===== src/rtl/uart_tx_out.sv =====
// uart_tx_out: UART transmitter (start, 8 data bits LSB first, stop) fed by a small byte FIFO.
// Define UART_TX_PARITY_EN to insert an even-parity bit before the stop bit (11-bit frame).
module uart_tx_out #(
    parameter int DELAY      = 234,
    parameter int FIFO_DEPTH = 4
) (
    input  logic       clk,
    input  logic       reset,
    input  logic       wr_en,
    input  logic [7:0] wr_data,
    output logic       tx,
    output logic       full,
    output logic       busy,
    output logic       overflow
);
    localparam int PTR_W = (FIFO_DEPTH > 1) ? $clog2(FIFO_DEPTH) : 1;
    localparam int CNT_W = PTR_W + 1;
    localparam int TMR_W = (DELAY > 1) ? $clog2(DELAY) : 1;

    localparam logic [TMR_W-1:0] TMR_LAST = TMR_W'(DELAY - 1);
    localparam logic [CNT_W-1:0] CNT_FULL = CNT_W'(FIFO_DEPTH);

    localparam logic [2:0] ST_IDLE   = 3'd0;
    localparam logic [2:0] ST_START  = 3'd1;
    localparam logic [2:0] ST_DATA   = 3'd2;
`ifdef UART_TX_PARITY_EN
    localparam logic [2:0] ST_PARITY = 3'd3;
`endif
    localparam logic [2:0] ST_STOP   = 3'd4;

    // ------------------------------------------------------------------
    // Byte FIFO
    // ------------------------------------------------------------------
    logic [7:0]       mem_q [FIFO_DEPTH];
    logic [PTR_W-1:0] wr_ptr_q, wr_ptr_d;
    logic [PTR_W-1:0] rd_ptr_q, rd_ptr_d;
    logic [CNT_W-1:0] count_q, count_d;
    logic             overflow_q, overflow_d;
    logic             push;
    logic             pop;
    logic             fifo_empty;
    logic [7:0]       head_byte;

    // full is taken from the registered count, so a pop on the same edge never rescues a write
    assign full       = (count_q == CNT_FULL);
    assign fifo_empty = (count_q == '0);
    assign push       = wr_en && !full;
    assign head_byte  = mem_q[rd_ptr_q];

    always_ff @(posedge clk) begin
        if (push) begin
            mem_q[wr_ptr_q] <= wr_data;
        end
    end

    always_comb begin
        wr_ptr_d   = wr_ptr_q;
        rd_ptr_d   = rd_ptr_q;
        count_d    = count_q;
        overflow_d = overflow_q;
        if (push) begin
            wr_ptr_d = wr_ptr_q + PTR_W'(1);
        end
        if (pop) begin
            rd_ptr_d = rd_ptr_q + PTR_W'(1);
        end
        case ({push, pop})
            2'b10:   count_d = count_q + CNT_W'(1);
            2'b01:   count_d = count_q - CNT_W'(1);
            default: count_d = count_q;
        endcase
        if (wr_en && full) begin
            overflow_d = 1'b1;
        end
    end

    // ------------------------------------------------------------------
    // Serializer
    // ------------------------------------------------------------------
    logic [2:0]       state_q, state_d;
    logic [TMR_W-1:0] timer_q, timer_d;
    logic [2:0]       bit_idx_q, bit_idx_d;
    logic [7:0]       shift_q, shift_d;
    logic             tx_q, tx_d;
    logic             load;
    logic             bit_end;
`ifdef UART_TX_PARITY_EN
    logic             parity_q, parity_d;
`endif

    assign bit_end = (timer_q == TMR_LAST);
    assign pop     = load;

    always_comb begin
        state_d   = state_q;
        timer_d   = timer_q;
        bit_idx_d = bit_idx_q;
        shift_d   = shift_q;
        tx_d      = tx_q;
        load      = 1'b0;
`ifdef UART_TX_PARITY_EN
        parity_d  = parity_q;
`endif
        case (state_q)
            ST_IDLE: begin
                timer_d = '0;
                if (!fifo_empty) begin
                    load = 1'b1;
                end
            end
            ST_START: begin
                if (bit_end) begin
                    timer_d   = '0;
                    state_d   = ST_DATA;
                    bit_idx_d = 3'd0;
                    tx_d      = shift_q[0];
                    shift_d   = {1'b0, shift_q[7:1]};
                end else begin
                    timer_d = timer_q + TMR_W'(1);
                end
            end
            ST_DATA: begin
                if (bit_end) begin
                    timer_d = '0;
                    if (bit_idx_q == 3'd7) begin
`ifdef UART_TX_PARITY_EN
                        state_d = ST_PARITY;
                        tx_d    = parity_q;
`else
                        state_d = ST_STOP;
                        tx_d    = 1'b1;
`endif
                    end else begin
                        bit_idx_d = bit_idx_q + 3'd1;
                        tx_d      = shift_q[0];
                        shift_d   = {1'b0, shift_q[7:1]};
                    end
                end else begin
                    timer_d = timer_q + TMR_W'(1);
                end
            end
`ifdef UART_TX_PARITY_EN
            ST_PARITY: begin
                if (bit_end) begin
                    timer_d = '0;
                    state_d = ST_STOP;
                    tx_d    = 1'b1;
                end else begin
                    timer_d = timer_q + TMR_W'(1);
                end
            end
`endif
            ST_STOP: begin
                if (bit_end) begin
                    timer_d = '0;
                    // a queued byte starts its frame on this very edge: no idle gap
                    if (!fifo_empty) begin
                        load = 1'b1;
                    end else begin
                        state_d = ST_IDLE;
                        tx_d    = 1'b1;
                    end
                end else begin
                    timer_d = timer_q + TMR_W'(1);
                end
            end
            default: begin
                state_d = ST_IDLE;
                timer_d = '0;
                tx_d    = 1'b1;
            end
        endcase

        if (load) begin
            state_d   = ST_START;
            timer_d   = '0;
            bit_idx_d = 3'd0;
            shift_d   = head_byte;
            tx_d      = 1'b0;
`ifdef UART_TX_PARITY_EN
            parity_d  = ^head_byte;
`endif
        end
    end

    always_ff @(posedge clk) begin
        if (reset) begin
            state_q    <= ST_IDLE;
            timer_q    <= '0;
            bit_idx_q  <= 3'd0;
            shift_q    <= 8'h00;
            tx_q       <= 1'b1;
            wr_ptr_q   <= '0;
            rd_ptr_q   <= '0;
            count_q    <= '0;
            overflow_q <= 1'b0;
`ifdef UART_TX_PARITY_EN
            parity_q   <= 1'b0;
`endif
        end else begin
            state_q    <= state_d;
            timer_q    <= timer_d;
            bit_idx_q  <= bit_idx_d;
            shift_q    <= shift_d;
            tx_q       <= tx_d;
            wr_ptr_q   <= wr_ptr_d;
            rd_ptr_q   <= rd_ptr_d;
            count_q    <= count_d;
            overflow_q <= overflow_d;
`ifdef UART_TX_PARITY_EN
            parity_q   <= parity_d;
`endif
        end
    end

    assign tx       = tx_q;
    assign busy     = (state_q != ST_IDLE) || !fifo_empty;
    assign overflow = overflow_q;

endmodule

===== config.mk =====
export PLATFORM = sky130hd
export DESIGN_NAME = uart_tx_out
export DESIGN_NICKNAME = d
export VERILOG_FILES = /design/src/rtl/uart_tx_out.sv
export SDC_FILE = /design/constraint.sdc
export NUM_CORES = 1
export LEC_CHECK = 0
export BUFFER_PORTS_ARGS = -buffer_cell sky130_fd_sc_hd__buf_2
export CAP_MARGIN = 20
export CORE_UTILIZATION = 55
export CTS_BUF_LIST = sky130_fd_sc_hd__clkbuf_4 sky130_fd_sc_hd__clkbuf_8
export DETAILED_ROUTE_END_ITERATION = 6
export PLACE_DENSITY = 0.75
export SETUP_SLACK_MARGIN = 0.05
export SLEW_MARGIN = 20
export SYNTH_ARGS = -nofsm -noshare
export SYNTH_HDL_FRONTEND = slang
export SYNTH_SLANG_ARGS = --single-unit
export TNS_END_PERCENT = 30

===== constraint.sdc =====
create_clock -name clk -period 5.8 [get_ports clk]
set_clock_uncertainty 0.15 [all_clocks]
set_input_delay 0 -clock clk [delete_from_list [all_inputs] [get_ports clk]]
set_output_delay 0 -clock clk [all_outputs]
set_load 0.005 [all_outputs]

After elaboration in Yosys (flattened, before gate mapping)
Memories as Yosys holds them, arrays and structs flattened. A register that Yosys moved wholly into a read port is not among the register bits.
Index checks and enable logic that the tools add are counted.
Cells by class
  add/subtract/negate cells: 6
  equal/unequal tests: 21
  mux-type cells: 31
  bitwise gates (word level): 2
  reduce and logical (&&, ||, !) cells: 19
Operator list (count)
  $mux 8: 4
  $mux 3: 8
  $ne 3x3->1 const B: 6
  $pmux 8 s2: 1
  $ne 2x2->1 const B: 7
  $pmux 3 s2: 2
  $pmux 3 s4: 1
  $reduce_and 6->1: 2
  $mux 1: 11
  $eq 3x3->1 const B: 3
  $add 8x1->8 const B: 1
  $eq 8x8->1 const B: 1
  $reduce_and 4->1: 2
  $add 3x1->3 const B: 2
  $logic_not 3->1: 2
  $reduce_bool 3->1: 2
  $reduce_and 5->1: 1
  $add 2x1->2 const B: 2
  $mux 2: 2
  $pmux 1 s4: 1
  $reduce_bool 2->1: 2
  $reduce_or 4->1: 1
  $eq 3x1->1 const B: 1
  $eq 3x2->1 const B: 1
  other kinds (10): 13
Storage, ports and cells
  register bits: 31
  memory bits (writable): 32
  input port bits: 11
  output and inout port bits: 4
  memories kept: 1
Memory list
  mem_q: words 4, bits a word 8, read ports 1, clocked after memory_dff 1, write ports 1, line 34  | logic [7:0] mem_q [FIFO_DEPTH];

Longest topological paths before layout
  depth in word-level cells: 6
  gate-level depth with buffers: 12
  gate-level depth less buffers: 12

Worst setup path after synthesis
Ideal clock, no wire load.
  path kind: reg2reg
  start point: reg timer_q[0]
  end point: reg count_q[2]
  setup time: 0.071 ns
  data arrival time: 2.345 ns
  slack: 3.234 ns
  cell stages (with the launch flop): 12
  period minus slack after synthesis: 2.566 ns
  cell sequence: dfxtp_1 > ha_1 > nand4b_1 > o21ai_1 > nand2_2 > inv_2 > ha_1 > inv_1 > fa_1 > xor2_1 > or3_1 > a21oi_1
Between the ends
  cells in the longest elaborated chain, start to end: 5
RTL lines
  start, declared: line 81  | logic [TMR_W-1:0] timer_q, timer_d;
  start signal, assigned: line 202  | timer_q <= timer_d;
  $eq 8x8->1 *: line 91  | assign bit_end = (timer_q == TMR_LAST);
  $mux 1 *: line 154  | if (bit_end) begin
  $pmux 1 s2 *: line 104  | case (state_q)
  named net load: line 85  | logic load;
  $eq 2x1->1 / $eq 2x2->1 (equally long branches): line 67  | case ({push, pop})
  $pmux 3 s2 / $reduce_bool 2->1 (equally long branches)
  end signal, assigned: line 208  | count_q <= count_d;
  end, declared: line 37  | logic [CNT_W-1:0] count_q, count_d;
Mark *: on every way through the listed nets, which the timed path passes. The rest lies on a longest branch.
A chain may end at the register's enable or synchronous reset.

Worst setup path in the final report
  start point: reg state_q[0]
  end point: reg count_q[2]
Between the ends
  cells in the longest elaborated chain, start to end: 4
RTL lines
  start, declared: line 80  | logic [2:0] state_q, state_d;
  start signal, assigned: line 201  | state_q <= state_d;
  $eq 3x3->1 / $logic_not 3->1 (equally long branches): line 104
  $pmux 1 s2 *: line 104
  named net load: line 85
  $eq 2x1->1 / $eq 2x2->1 (equally long branches): line 67
  $pmux 3 s2 / $reduce_bool 2->1 (equally long branches)
Marked as above.

==> run summary <==
Post-synth top area cell - edfxtp_1
Hold path endpoint - mem_q[2][6]
Fin. Hold Viols - 0
Post-synth EDFFs - 32
Synth-to-Final Area Change - 13.7%
Vias in the first global route - 1,740
I/O pin count - 15
Num CTS Buffers - 9
Crit end category - register
Final ANT Viol Nets - 0
Largest net degree at the start of global routing - 26
First-pass GRT wire length - 8150 µm
Post-synthesis cell area - 2870 µm²
Area of the die - 5500 µm²
Slew Limit Fails - 0
Cells after Synth - 231
Min cycle time layout - 2.87 ns
Initial antenna violation count - 0
Final WL - 5060 µm
H-tree Lvls - 3
Most frequent cells in the layout - dfxtp_1, edfxtp_1, nor2_1
Hold depth - 2
Vias per cell - 5.62
Worst Path Class, Setup - register to register
RSZ-0062 raised after global routing - false
Hpwl dp - 3290 µm
Worst-skew pair later-pin latency - 0.35 ns
Tcrit/Tclk final - 0.495
GR Util All Layers - 0.209
DRT Pass-1 Iters - 4
Post-Synth Simple-Gate Area - 0.136
Clock tree sinks - 65
Drt initial violations - 126
Synth Net Count - 252
Initial Utilization - 0.587
Post-route DRC - 0
#FFs+latches synth - 65
Peak VDD IR - 0.253 mV
Number of vias after detailed routing - 1,838
Maximum clock frequency - 348 MHz
Worst Tran Pin Value - 0.773 ns
Overall Power - 1.34 mW
Syn avg cell area - 12.4 µm²
Slew headroom - 0.485
Total grt overflow - 0
Clock Tree Root - clkbuf_8
Final core occ - 0.668
CTS tree - done
CP Data Arrival Time - 3.00 ns
Number of I/O port buffers - 14
Min-Delay Path Class - input pin to register
Post-CTS Setup Repair Bufs - 0
Main combinational cell family by area after synthesis - simple AND/OR/NAND/NOR gates
Hold WS - 0.255 ns
Status - finished, final reports clean
Max Cap Viol - 0
Worst reg2reg startpoint - state_q[0]
Post-synth cell types - 47
Post-synthesis sequential area ratio - 0.566
CTS max path bufs - 2
Row cnt - 25
XOR/XNOR share of the synthesized area - 0.0306
Die Ht - 74.2 µm
Share of cells above drive strength 1 - 0.177
Reg2Reg Setup Slack - 2.93 ns
Total negative slack - 0 ns
Post-synthesis mux area share - 0.0943
Area contributors post-synth - edfxtp_1, dfxtp_1, mux4_2
Critical Path Fanout Max - 13
Power Density - 410 nW/µm²
Worst-path clk slew - 0.08 ns
Final setup vio count - 0
Most common cell after layout, fill and taps aside - dfxtp_1
Routability-driven placement congestion ratio - 0.840
Fraction of the mapped netlist area in compound gates - 0.0812
Data required time of the critical path - 5.93 ns
Post-DR wirelength/cell - 15.5 µm
Post-Synth Adder-Cell Area - 0.0463
Leak - 1.26 nW
RR Endpoint - count_q[2]
# fillers - 385
Min-delay src - wr_data[6]
Synth Warn # - 0
Ys flop type - dfxtp_1
Die width - 74.2 µm
Number of antenna diodes - 0
Nets - 276
FFs w/ async S/R, synth - 0
Core area - 4880 µm²
Critical Path Source Type - register
Cells on worst reg2reg path - 10
Yosys top cell area share - 0.335
## routing by layer
layer	wire length (µm)	vias to the layer above	global-route usage
met5	0	-	0
met4	114	0	0.128
met3	165	10	0.0623
met2	2340	34	0.306
met1	2430	889	0.275
li1	-	905	-
## final cells by class
| type | count | area (µm²) | share of cell area |
|---|---|---|---|
| Inverter | 15 | 56.3 | 0.0173 |
| Timing Repair Buffer | 25 | 180 | 0.0553 |
| Sequential cell | 65 | 1620 | 0.498 |
| Clock inverter | 7 | 78.8 | 0.0242 |
| Multi-Input combinational cell | 139 | 1110 | 0.342 |
| Tap cell | 67 | 83.8 | 0.0257 |
| Clock buffer | 9 | 124 | 0.0380 |
## state kept, by name, summed over array words and instances (netlist names), named ones only
register,flops
bit_idx_q,3
count_q,3
mem_q,32
overflow,1
rd_ptr_q,2
shift_q,8
state_q,3
timer_q,8
tx,1
wr_ptr_q,2
## cell families (layout without fill, tap and decap cells)
group / Yosys count / in the layout
flops: 65 / 65
xor+xnor: 10 / 10
buf+inv: 27 / 56
fa+ha+maj: 10 / 10
simple gates: 69 / 69
compound gates: 33 / 33
mux: 17 / 17
## synth_stat cells (4+ instances only)
library cell   n
a211oi_1       8
edfxtp_1      32
nand2_1        5
or3_1          4
and3_1         6
mux2i_1        9
nor2_1        18
nand3_1        5
nor3_1        12
clkbuf_1       5
a21oi_1       10
xor2_1         7
and2_1         5
ha_1           9
inv_1         14
dfxtp_1       33
mux4_2         8
## timing repair
item | 4_1_cts | 5_1_grt
setup endpoints to repair | 0 | 0
hold endpoints to repair | 41 | 0
hold buffers | 11 | 0
gates resized for setup | 0 | 0
## power breakdown
group	total (mW)	switching (mW)	internal (mW)	leakage, nW
clock	0.387	0.184	0.203	0.104
sequential	0.620	0.0653	0.555	0.564
combinational	0.330	0.177	0.153	0.596
total	1.34	0.427	0.910	1.26
## stage by stage
step	setup slack (ns)	cells	instance area [µm²]
floorplan	3.23	231	2870
global placement	3.05	300	2950
detailed placement	2.94	300	2950
CTS	2.94	327	3260
global route	2.72	327	3260
finish	2.93	327	3260
## critical path, stage by stage (launching register included)
cell and delay (ns):
dfxtp_1 0.59, nor4_2 0.13, nor3_1 0.32, nand2_2 0.21, inv_2 0.17, ha_1 0.20
inv_1 0.06, fa_1 0.37, xor2_1 0.17, or3_1 0.30, a21oi_1 0.14
## worst max path at each step
stage	startpoint	end	slack, ns	depth (start not counted)
after global placement	state_q[0]	count_q[2]	3.05	10
after global routing	state_q[0]	count_q[2]	2.72	10
after detailed placement	state_q[0]	count_q[2]	2.94	10
final	state_q[0]	count_q[2]	2.93	10
after floorplan	timer_q[0]	count_q[2]	3.23	11
after CTS	state_q[0]	count_q[2]	2.94	10
(Power assumes the default switching activity.)
